<file path="src/rtl/tmds_pkg.sv">
// Shared constants and types for the TMDS receive channel.
package tmds_pkg;

    localparam logic [9:0] TMDS_CTRL_00 = 10'h354;
    localparam logic [9:0] TMDS_CTRL_01 = 10'h0AB;
    localparam logic [9:0] TMDS_CTRL_10 = 10'h154;
    localparam logic [9:0] TMDS_CTRL_11 = 10'h2AB;

    localparam int unsigned OFFSET_MAX = 9;

    typedef enum logic {
        SEARCH,
        LOCKED
    } lock_state_t;

endpackage

</file>
<file path="src/rtl/tmds_symbol_decode.sv">
// Combinational decode of one aligned 10-bit TMDS symbol into token or data.
module tmds_symbol_decode
    import tmds_pkg::*;
(
    input  logic [9:0] sym,
    output logic       is_token,
    output logic [1:0] ctrl,
    output logic [7:0] data
);

    logic [7:0] q;

    // Undo the optional inversion, then the XOR/XNOR chain; classify control tokens.
    always_comb begin
        q = sym[9] ? ~sym[7:0] : sym[7:0];
        data = '0;
        data[0] = q[0];
        for (int unsigned i = 1; i < 8; i++) begin
            data[i] = sym[8] ? (q[i] ^ q[i-1]) : ~(q[i] ^ q[i-1]);
        end

        is_token = 1'b1;
        ctrl     = '0;
        case (sym)
            TMDS_CTRL_00: ctrl = 2'b00;
            TMDS_CTRL_01: ctrl = 2'b01;
            TMDS_CTRL_10: ctrl = 2'b10;
            TMDS_CTRL_11: ctrl = 2'b11;
            default:      is_token = 1'b0;
        endcase
    end

endmodule

</file>
<file path="src/rtl/tmds_decoder.sv">
// One TMDS receive channel: word alignment by control-token lock, then decode.
module tmds_decoder
    import tmds_pkg::*;
#(
    parameter int unsigned TOKEN_RUN      = 16,
    parameter int unsigned SEARCH_TIMEOUT = 2048,
    parameter int unsigned LOSS_TIMEOUT   = 4096
) (
    input  logic       clk_pix,
    input  logic       rst_pix_n,
    input  logic [9:0] tmds_raw,
    output logic       de,
    output logic [1:0] ctrl,
    output logic [7:0] data,
    output logic       locked,
    output logic [3:0] offset
);

    localparam int unsigned RUN_W   = $clog2(TOKEN_RUN);
    localparam int unsigned DWELL_W = $clog2(SEARCH_TIMEOUT);
    localparam int unsigned LOSS_W  = $clog2(LOSS_TIMEOUT);

    logic [9:0]         raw_q;
    logic [9:0]         sym_q;
    logic [19:0]        window;
    logic [9:0]         sym_next;
    logic               tok;
    logic [1:0]         dec_ctrl;
    logic [7:0]         dec_data;
    logic [RUN_W-1:0]   run_q;
    logic [DWELL_W-1:0] dwell_q;
    logic [LOSS_W-1:0]  loss_q;
    logic               skip_q;
    logic [3:0]         offset_q;
    lock_state_t        state_q;
    lock_state_t        state_d;
    logic               run_hit;
    logic               dwell_hit;
    logic               loss_hit;

    assign window   = {tmds_raw, raw_q};
    assign sym_next = 10'(window >> offset_q);
    assign offset   = offset_q;
    assign locked   = (state_q == LOCKED);

    tmds_symbol_decode u_dec (
        .sym      (sym_q),
        .is_token (tok),
        .ctrl     (dec_ctrl),
        .data     (dec_data)
    );

    // Stage 1: previous word for the 20-bit window and the aligned symbol.
    always_ff @(posedge clk_pix or negedge rst_pix_n) begin
        if (!rst_pix_n) begin
            raw_q <= '0;
            sym_q <= '0;
        end else begin
            raw_q <= tmds_raw;
            sym_q <= sym_next;
        end
    end

    // Next lock state; the output stage gates on this so locked and outputs move together.
    always_comb begin
        run_hit   = tok && !skip_q && (run_q == RUN_W'(TOKEN_RUN - 1));
        dwell_hit = (dwell_q == DWELL_W'(SEARCH_TIMEOUT - 1));
        loss_hit  = !tok && (loss_q == LOSS_W'(LOSS_TIMEOUT - 1));
        state_d   = state_q;
        case (state_q)
            SEARCH:  if (run_hit)  state_d = LOCKED;
            LOCKED:  if (loss_hit) state_d = SEARCH;
            default: state_d = SEARCH;
        endcase
    end

    // Lock FSM with run/dwell/loss timers and the alignment offset.
    // skip_q discards the one stage-1 symbol still sampled at the old offset.
    always_ff @(posedge clk_pix or negedge rst_pix_n) begin
        if (!rst_pix_n) begin
            state_q  <= SEARCH;
            run_q    <= '0;
            dwell_q  <= '0;
            loss_q   <= '0;
            skip_q   <= 1'b0;
            offset_q <= '0;
        end else begin
            state_q <= state_d;
            case (state_q)
                SEARCH: begin
                    if (run_hit) begin
                        run_q   <= '0;
                        dwell_q <= '0;
                        loss_q  <= '0;
                        skip_q  <= 1'b0;
                    end else if (dwell_hit) begin
                        offset_q <= (offset_q == 4'(OFFSET_MAX)) ? 4'd0 : offset_q + 4'd1;
                        run_q    <= '0;
                        dwell_q  <= '0;
                        skip_q   <= 1'b1;
                    end else begin
                        run_q   <= (tok && !skip_q) ? run_q + RUN_W'(run_q != '1) : '0;
                        dwell_q <= dwell_q + DWELL_W'(dwell_q != '1);
                        skip_q  <= 1'b0;
                    end
                end
                LOCKED: begin
                    if (tok) begin
                        loss_q <= '0;
                    end else if (loss_hit) begin
                        run_q   <= '0;
                        dwell_q <= '0;
                    end else begin
                        loss_q <= loss_q + LOSS_W'(loss_q != '1);
                    end
                end
                default: ;
            endcase
        end
    end

    // Stage 2: registered de/ctrl/data, forced idle whenever not locked.
    always_ff @(posedge clk_pix or negedge rst_pix_n) begin
        if (!rst_pix_n) begin
            de   <= 1'b0;
            ctrl <= '0;
            data <= '0;
        end else if (state_d != LOCKED) begin
            de   <= 1'b0;
            ctrl <= '0;
            data <= '0;
        end else if (tok) begin
            de   <= 1'b0;
            ctrl <= dec_ctrl;
            data <= '0;
        end else begin
            de   <= 1'b1;
            ctrl <= '0;
            data <= dec_data;
        end
    end

endmodule

</file>
<file path="config.mk">
export PLATFORM = sky130hd
export DESIGN_NAME = tmds_decoder
export DESIGN_NICKNAME = d
export VERILOG_FILES = /design/src/rtl/tmds_pkg.sv /design/src/rtl/tmds_symbol_decode.sv /design/src/rtl/tmds_decoder.sv
export SDC_FILE = /design/constraint.sdc
export NUM_CORES = 1
export LEC_CHECK = 0
export ABC_AREA = 1
export CAP_MARGIN = 10
export CORE_ASPECT_RATIO = 1.5
export CORE_MARGIN = 2
export CORE_UTILIZATION = 53
export CTS_CLUSTER_DIAMETER = 40
export CTS_CLUSTER_SIZE = 30
export DETAILED_ROUTE_END_ITERATION = 8
export PLACE_DENSITY_LB_ADDON = 0.2
export SYNTH_ARGS = -nofsm -noshare
export SYNTH_HDL_FRONTEND = slang
export SYNTH_SLANG_ARGS = --single-unit
</file>
<file path="constraint.sdc">
create_clock -name clk_pix -period 1.8 [get_ports clk_pix]
set_clock_uncertainty 0.15 [all_clocks]
set_input_delay 0.36 -clock clk_pix [delete_from_list [all_inputs] [get_ports clk_pix]]
set_output_delay 0.36 -clock clk_pix [all_outputs]
set_load 0.1 [all_outputs]
</file>
# Yosys cells after proc, flatten, opt, wreduce, memory -nomap -nowiden
# Index checks and enable logic that the tools add are counted.
[word_totals] output_inout_bits=16 register_bits=64 elab_cells=94
[classes] n_eq_ne=15 bitwise=17 shift=1 n_reduce_logical=9 muxes=37 addsub=4
[op_table] op="$mux 11" count=4
[op_table] op="$mux 12" count=3
[op_table] op="$mux 4" count=6
[op_table] op="$mux 8" count=3
[op_table] op="$pmux 12 s2" count=1
[op_table] op="$pmux 11 s2" count=1
[op_table] op="$eq 10x10->1 const B" count=2
[op_table] op="$shr 20x4->10" count=1
[op_table] op="$mux 1" count=14
[op_table] op="$add 12x1->12" count=1
[op_table] op="$eq 12x12->1 const B" count=1
[op_table] op="$ne 12x12->1 const B" count=1
[op_table] op="$add 11x1->11" count=1
[op_table] op="$eq 11x11->1 const B" count=1
[op_table] op="$ne 11x11->1 const B" count=1
[op_table] op="$eq 10x8->1 const B" count=1
[op_table] op="$eq 10x9->1 const B" count=1
[op_table] op="$not 1->1" count=9
[op_table] op="$eq 4x4->1 const B" count=2
[op_table] op="$not 8->8" count=1
[op_table] op="$pmux 4 s2" count=1
[op_table] op="$xor 1x1->1" count=7
[op_table] op="$pmux 2 s3" count=1
[op_table] op="$add 4x1->4" count=1
[op_table] op="other kinds (12)" count=18

# Depth between registers and ports, before layout
# Gate-level depths: netlist of run 1.
[logic_depth] ltp_word=8 mapped_depth=11 ltp_nobuf=11

# Hierarchy
# From an unflattened synthesis of run 1, not the netlist that was laid out.
[unflattened] hier_cells=534 area_unflattened_um2=3842.4
[modules_own_cells] module="tmds_decoder" area_each_um2=3592.2 instances=1 cells_each=476 seq_area_each_um2=1601.5
[modules_own_cells] module="tmds_symbol_decode" area_each_um2=250.2 instances=1 cells_each=58 seq_area_each_um2=0.0

# Least setup slack after synthesis of run 1
# OpenSTA, ideal clock, no wires.
[synth_path] path_kind="reg-to-reg" start="reg offset_q[0], in the netlist offset[0]" end="reg sym_q[9]" setup_slack_ns=-0.375 path_stages_with_launch=8 synth_period_minus_slack_ns=2.175 n_path_buf=1 arrival_ns=1.850 setup_ns=0.176 path_cell_list="dfrtp_1 buf_2 mux2i_1 nand2_1 o21ai_0 nand2_1 nand2_1 o22ai_1"
[synth_via] elab_chain_cells=1
[synth_rtl] element="from (decl)" line="tmds_decoder.sv:34" text="logic [3:0] offset_q;"
[synth_rtl] element="from (signal assigned)" line="tmds_decoder.sv:97" text="offset_q <= (offset_q == 4'(OFFSET_MAX)) ? 4'd0 : offset_q + 4'd1;"
[synth_rtl] element="$shr 20x4->10" line="tmds_decoder.sv:42" text="assign sym_next = 10'(window >> offset_q);"
[synth_rtl] element="via sym_next[9]" line="tmds_decoder.sv:26" text="logic [9:0] sym_next;"
[synth_rtl] element="to (signal assigned)" line="tmds_decoder.sv:60" text="sym_q <= sym_next;"
[synth_rtl] element="to (decl)" line="tmds_decoder.sv:24" text="logic [9:0] sym_q;"
# The timed path passes the listed nets, and every way through them passes these cells.
# A chain may end at the register's enable or synchronous reset.

# Worst setup path in the final report of run 1
[layout_path] start="reg loss_q[2]" end="reg loss_q[6]"
[layout_via] elab_chain_cells=5 word_cells_on_any_way=9 cone_classes="add/sub (1); eq/ne (3); mux (3); reduce/logical (2)"
[layout_rtl] element="from (decl)" line="tmds_decoder.sv:32" text="logic [LOSS_W-1:0] loss_q;"
[layout_rtl] element="from (signal assigned)" line="tmds_decoder.sv:114" text="loss_q <= loss_q + LOSS_W'(loss_q != '1);"
[layout_rtl] element="$ne 12x12->1" line="tmds_decoder.sv:114"
[layout_rtl] element="$add 12x1->12" line="tmds_decoder.sv:114"
[layout_rtl] element="$mux 12" line="tmds_decoder.sv:110" text="end else if (loss_hit) begin"
[layout_rtl] element="$mux 12" line="tmds_decoder.sv:108" text="if (tok) begin"
[layout_rtl] element="$pmux 12 s2" line="tmds_decoder.sv:89" text="case (state_q)"
# Several ways; a longest one is shown, not always the timed one. The select of a mux whose other input is x is not followed.

==> reports/metrics.csv, run 1 <==
metric,value,unit
post-synthesis cell area,3719,um^2
share of layout cells above drive strength 1,34.78,%
power density over cell area,577.5,nW/um^2
I/O pins,28,
Final Hold Viols,0,
GP Congestion,0.9231,
routed vias,3628,
initial antenna violation count,0,
unique cell type count in the Yosys netlist,39,
#FFs+latches synth,64,
Tot GR Track Use,26.66,%
Syn. warnings,0,
startpoint type of the worst setup path,flip-flop,
Finished Cell Area,5318,um^2
fin nets,587,
largest net degree at the start of global routing,33,
DIE HEIGHT,106.6,um
"Req. time, crit path",1.88,ns
Starting DRT DRC Count,222,
detailed-route wire length per cell,15.85,um
DP Area,4593,um^2
Die Area,7716,um^2
syn_area_per_cell,7.980,um^2
area grow syn2layout,43.00,%
Min Hold Slack,0.3298,ns
DRC errors left,0,
min cycle time layout,2.038,ns
"commonest cells after routing, fill and taps aside","nand2_1 (113), buf_4 (71), dfrtp_1 (59), inv_1 (36), nand3_1 (34)",
Num CTS Buffers,9,
routed vias/inst,5.556,
Critical Path AT,2.12,ns
drt first pass iters,4,
HPWL Detailed,6701,um
CP Class,reg2reg,
Worst Hold Class,in2reg,
number of fillers in the final layout,441,
failing checks,setup timing,
setup tns final,-1.610,ns
Worst Tran Pin Value,0.4938,ns
reg2reg path depth,10,
Worst path most repeated cell,nand2_2,
critical-path cell list,nand2_2 > nor4_4 > nand2_2 > ha_4 > ha_4 > inv_4 > nor2_4 > nand2_2 > xor2_1 > o22ai_1,
clock root cell,clkbuf_8,
worst IR drop on VDD,595.8,uV
setup violators final,11,
max_slew headroom,67.08,%
core area,6852,um^2
Leak Pwr,2.487,nW
Tcrit/Tclk final,113.2,%
Hold Path Cell Cnt,1,
Initial Util,54.27,%
site row count,37,
Routed WL,10350,um
clock slew seen by the registers of the worst setup and hold paths,0.07,ns
# diodes,0,
# port buffers,27,
"Remaining Overflow, GRT",0,
"most common cell after layout, fill and taps aside",nand2_1,
Worst R2R End,loss_q[6]$_DFFE_PN0P_,
FMAX,0.4906,GHz
die width,72.39,um
DP Worst Slack,-0.1994,ns
Routed Antenna Nets,0,
post-synthesis sequential area ratio,43.07,%
Post-Place Cells,612,
Worst Path Max Fanout,4,
fin. max-slew vios,0,
buffer and inverter count on the worst path,1,
WHS Endpoint,raw_q[9]$_DFF_PN0_,
first-pass GRT wire length,15810,um
setup ws final,-0.2383,ns
MaxCap Viol Count,0,
HP Start,tmds_raw[9],
status,finished with violations,
clk_lat worst skew,0.36,ns
CTS H-tree lvls,3,
post-route insts no fill,653,
r2r setup slk,-0.24,ns
CP max-delay cell,dfrtp_1,
RSZ-0062 raised after global routing,true,
Syn Inst Count,466,
post-synthesis net count,483,
vias in the first global route,3527,
"delay-heaviest family, CP",simple AND/OR/NAND/NOR gates,
Clock Path Buffers,2,
Sink Count,64,
Critical Path Max Stage Delay,0.37,ns
TritonCTS clock tree,built,
r2r startpoint,loss_q[2]$_DFFE_PN0P_,
endpoint class of the critical path,flip-flop,
-- logic make-up after synthesis --
family                   synth area share [%]
multiplexers                            1.077
adder cells (fa/ha/maj)                 1.682
buffers and inverters                   7.503
AND/OR/NAND/NOR                         29.88
AO/OA/AOI/OAI                           11.61
flip-flops                              43.07
XOR/XNOR                                5.182
-- Yosys cell counts (all sizes together) --
master  number  area share, %
nand2      140             15
dfrtp       64             43
inv         45            4.6
nor2        45            5.2
o21ai       45            6.1
nand3       43            7.0
xor2        18            4.2
o22ai        9            1.9
clkbuf       8           0.81
buf          7            2.1
o211ai       6            1.2
a21oi        5           0.67
ha           5            1.7
mux2i        4            1.1
nand4        4            1.1
xnor2        4           0.94
a21o         2           0.40
nor3         2           0.27
nor4         2           0.34
or2          2           0.34
a211oi       1           0.20
a21boi       1           0.20
a31oi        1           0.57
and2         1           0.24
o21bai       1           0.20
o221ai       1           0.24
-- flip-flops by register name, indices dropped and copies added, names as in the netlist --
name,flops
ctrl,2
data,8
de,1
dwell_q,11
locked,1
loss_q,12
offset,4
raw_q,10
run_q,4
skip_q,1
sym_q,10
-- stage by stage --
| step | utilization [%] | power (mW) |
|---|---|---|
| floorplan | - | 1.591 |
| global placement | 67.04 | 1.684 |
| detailed placement | 67.04 | 1.689 |
| CTS | 73.05 | 3.065 |
| global route | 77.61 | 3.178 |
| finish | 77.61 | 3.071 |
-- area by class of cell --
cell class | count | area (um^2) | share of cell area [%]
Clock buffer | 10 | 137.6 | 2.588
Clock inverter | 6 | 82.58 | 1.553
Inverter | 45 | 178.9 | 3.365
Multi-Input combinational cell | 342 | 2123 | 39.93
Sequential cell | 64 | 1610 | 30.28
Tap cell | 78 | 97.59 | 1.835
Timing Repair Buffer | 108 | 1087 | 20.45
-- how the worst max path moves through the flow --
stage | slack (ns) | startpoint | endpoint | cells past startpoint
3_5_place_dp | -0.20 | tmds_raw[2] | sym_q[5]$_DFF_PN0_ | 8
3_3_place_gp | -0.15 | tmds_raw[2] | sym_q[8]$_DFF_PN0_ | 8
5_1_grt | -0.34 | loss_q[11]$_DFFE_PN0P_ | loss_q[6]$_DFFE_PN0P_ | 10
2_1_floorplan | -0.01 | loss_q[10]$_DFFE_PN0P_ | loss_q[10]$_DFFE_PN0P_ | 11
4_1_cts | -0.07 | loss_q[3]$_DFFE_PN0P_ | loss_q[10]$_DFFE_PN0P_ | 11
6_report | -0.24 | loss_q[2]$_DFFE_PN0P_ | loss_q[6]$_DFFE_PN0P_ | 10
-- routing by layer --
metal	GRT usage, %	wire [um]
met3	6.297	355
met4	14.95	521
met5	0	0
met2	47.18	5653
met1	28.39	3822
-- where the power goes --
part	switching [mW]	leakage (nW)	internal (mW)
clock	0.584	0.112	0.809
combinational	0.119	1.55	0.0783
sequential	0.0197	0.825	1.46
total	0.723	2.49	2.35
-- timing repair --
action,4_1_cts,5_1_grt
resized for setup,30,54
hold buffers,1,0
setup buffers,8,17
pin swaps,17,23
hold endpoints to repair,16,0
setup endpoints to repair,18,35
Note: power is estimated with default switching activity, not from simulation.
==> inputs of run 2 (changes only) <==
Settings changed: GPL_TIMING_DRIVEN set to 0, RECOVER_POWER set to 25.
==> run 2 against run 1 <==
  * The run still ends with setup timing left
  * Wire length is 2.8% higher
  * Count of clock-buffer cells in the layout is 3 higher
  * Power is 8.3% lower
  * First-iteration DRC count is 14% lower
  * Fmax is 1.1% lower
  * Combinational power is 7% lower
  * Critical endpoint is now loss_q[8]$_DFFE_PN0P_
  * Largest power group unchanged
==> reports/metrics.csv, run 2 (synthesized netlist as in run 1, its figures left out) <==
metric,value,unit,change
worst IR drop on VDD,415.8,uV,-30%
max reg flops,12,,unchanged
CTS H-tree lvls,3,,unchanged
Seq pwr share,52.5,%,+4.3 points
GP Congestion,0.9277,,+0.50%
"Remaining Overflow, GRT",0,,unchanged
share of layout cells above drive strength 1,31.45,%,-3.3 points
Sink Count,64,,unchanged
Worst Tran Pin Value,0.9136,ns,+0.4198 ns
Num CTS Buffers,9,,unchanged
"Req. time, crit path",1.88,ns,about the same
Final Hold Viols,0,,unchanged
endpoint class of the critical path,flip-flop,,
vias in the first global route,3473,,-1.5%
number of fillers in the final layout,523,,+19%
clock slew seen by the registers of the worst setup and hold paths,0.07,ns,about the same
top flop regs,"loss_q: 12 flops, dwell_q: 11 flops",,
DIE HEIGHT,106.6,um,unchanged
DP Worst Slack,-0.3258,ns,-0.1265 ns
share of total power in the clock network,41.0,%,-4.4 points
core area,6852,um^2,unchanged
clk_lat worst skew,0.34,ns,-0.02 ns
min cycle time layout,2.062,ns,+0.02333 ns
detailed-route wire length per cell,16.95,um,+6.9%
MaxCap Viol Count,0,,unchanged
switch share,25.32,%,+1.8 points
Routed Antenna Nets,0,,unchanged
fin. max-slew vios,0,,unchanged
die width,72.39,um,unchanged
HPWL Detailed,6215,um,-7.2%
largest net degree at the start of global routing,65,,+97%
Biggest register,loss_q,,
setup ws final,-0.2616,ns,-0.02333 ns
Tcrit/Tclk final,114.5,%,+1.3 points
status,finished with violations,,
Routed WL,10650,um,+2.8%
clock root cell,clkbuf_8,,
TritonCTS clock tree,built,,
Starting DRT DRC Count,192,,-14%
drt first pass iters,5,,+1
DRC errors left,0,,unchanged
Leak Pwr,2.261,nW,-9.1%
"most common cell after layout, fill and taps aside",nand2_1,,
Die Area,7716,um^2,unchanged
FMAX,0.4851,GHz,-1.1%
# port buffers,27,,unchanged
fin nets,562,,-4.3%
initial antenna violation count,0,,unchanged
routed vias/inst,5.691,,+2.4%
reg2reg path depth,12,,+2
Switching Power,712.6,uW,-1.4%
Final Power,2.815,mW,-8.3%
routed vias,3574,,-1.5%
failing checks,setup timing,,
setup violators final,32,,+21
power density over cell area,572.4,nW/um^2,-0.88%
"commonest cells after routing, fill and taps aside","nand2_1 (115), dfrtp_1 (56), inv_1 (35), buf_4 (35), nand3_1 (33)",,
Worst Path Max Fanout,4,,unchanged
CP Class,reg2reg,,
max_slew headroom,39.09,%,-28 points
area grow syn2layout,32.23,%,
startpoint type of the worst setup path,flip-flop,,
Hold Path Cell Cnt,2,,+1
Logic pwr share,6.5,%,about the same
RSZ-0062 raised after global routing,true,,
I/O pins,28,,unchanged
Critical Path AT,2.14,ns,+0.02 ns
Worst Hold Class,reg2reg,,
r2r setup slk,-0.26,ns,-0.02 ns
P_int,2.102,mW,-10%
Initial Util,54.27,%,unchanged
# diodes,0,,unchanged
first-pass GRT wire length,15930,um,+0.70%
Clock Path Buffers,2,,unchanged
site row count,37,,unchanged
Tot GR Track Use,26.97,%,+0.31 points
run 2: cell count changes in the layout (fill, tap and decap cells not counted), sizes merged:
cell           before  now
buf                97   47
clkbuf             10   26
clkdlybuf4s15       0   11
clkdlybuf4s50      10    0
dlygate4sd3         1   11
bufinv              2    0
clkinv              3    2
nand2             140  141
run 2: worst max-delay path, stage by stage, from the launching register on:
cell and delay, ns:
dfrtp_1 0.38, nand2_2 0.09, nor4_4 0.32, nand2_2 0.12
ha_4 0.19, ha_4 0.17, inv_4 0.06, nor2_4 0.05
nand2_2 0.11, buf_6 0.11, a21oi_2 0.05, nand2_2 0.08
o22ai_2 0.05
run 2: final cells by class:
type | count | area (um^2) | share of cell area (%)
buffer | 15 | 118.9 | 2.417
timing repair buffer | 67 | 625.6 | 12.72
multi-input combinational | 343 | 2103 | 42.77
clock buffer | 13 | 158.9 | 3.232
clock inverter | 3 | 17.52 | 0.3562
tap | 78 | 97.59 | 1.985
sequential | 64 | 1614 | 32.82
inverter | 45 | 181.4 | 3.690
run 2: power groups by stage:
| stage | Combinational [mW] | Sequential, mW | Clock (mW) |
|---|---|---|---|
| global route | 0.207 | 1.48 | 1.23 |
| detailed placement | 0.174 | 1.51 | 0 |
| CTS | 0.177 | 1.48 | 1.15 |
| floorplan | 0.0900 | 1.50 | 0 |
| global placement | 0.172 | 1.50 | 0 |
| finish | 0.184 | 1.48 | 1.15 |
run 2: worst paths after layout:
check	startpoint	end
worst max-delay path	loss_q[3]$_DFFE_PN0P_	loss_q[8]$_DFFE_PN0P_
worst min-delay path	run_q[3]$_DFFE_PN0P_	run_q[3]$_DFFE_PN0P_
worst max register to register	loss_q[3]$_DFFE_PN0P_	loss_q[8]$_DFFE_PN0P_
worst min register to register	run_q[3]$_DFFE_PN0P_	run_q[3]$_DFFE_PN0P_
max in group asynchronous	rst_pix_n	offset[0]$_DFFE_PN0P_
min in group asynchronous	rst_pix_n	dwell_q[6]$_DFFE_PN0P_
run 2: metrics by stage:
step / cell area [um^2] / TNS, ns / instances / hold WS [ns] / utilization [%]
after floorplan: 3746 / -0.01450 / 466 / -0.08559 / -
after CTS: 4581 / -0.3821 / 610 / 0.3477 / 66.86
after detailed placement: 4111 / -5.893 / 571 / 0.3541 / 60.01
after global routing: 4917 / -5.290 / 628 / 0.4224 / 71.77
final: 4917 / -3.223 / 628 / 0.3920 / 71.77
after global placement: 4114 / -127.51 / 571 / 0.3665 / 60.04
run 2: layer usage:
layer / share of wire [%] / up-vias / GRT usage, %
met5: 0 / - / 0
li1: - / 1679 / -
met3: 4.3 / 55 / 5.357
met1: 36 / 1698 / 29.51
met2: 55 / 142 / 47.38
met4: 5.5 / 0 / 15.61
run 2: what timing repair did:
item,4_1_cts,5_1_grt
setup buffers,22,15
endpoints found under the hold margin,61,0
cloned,0,4
resized for setup,98,47
endpoints found under the setup margin,33,45
hold buffers,1,0
pin swaps,26,22
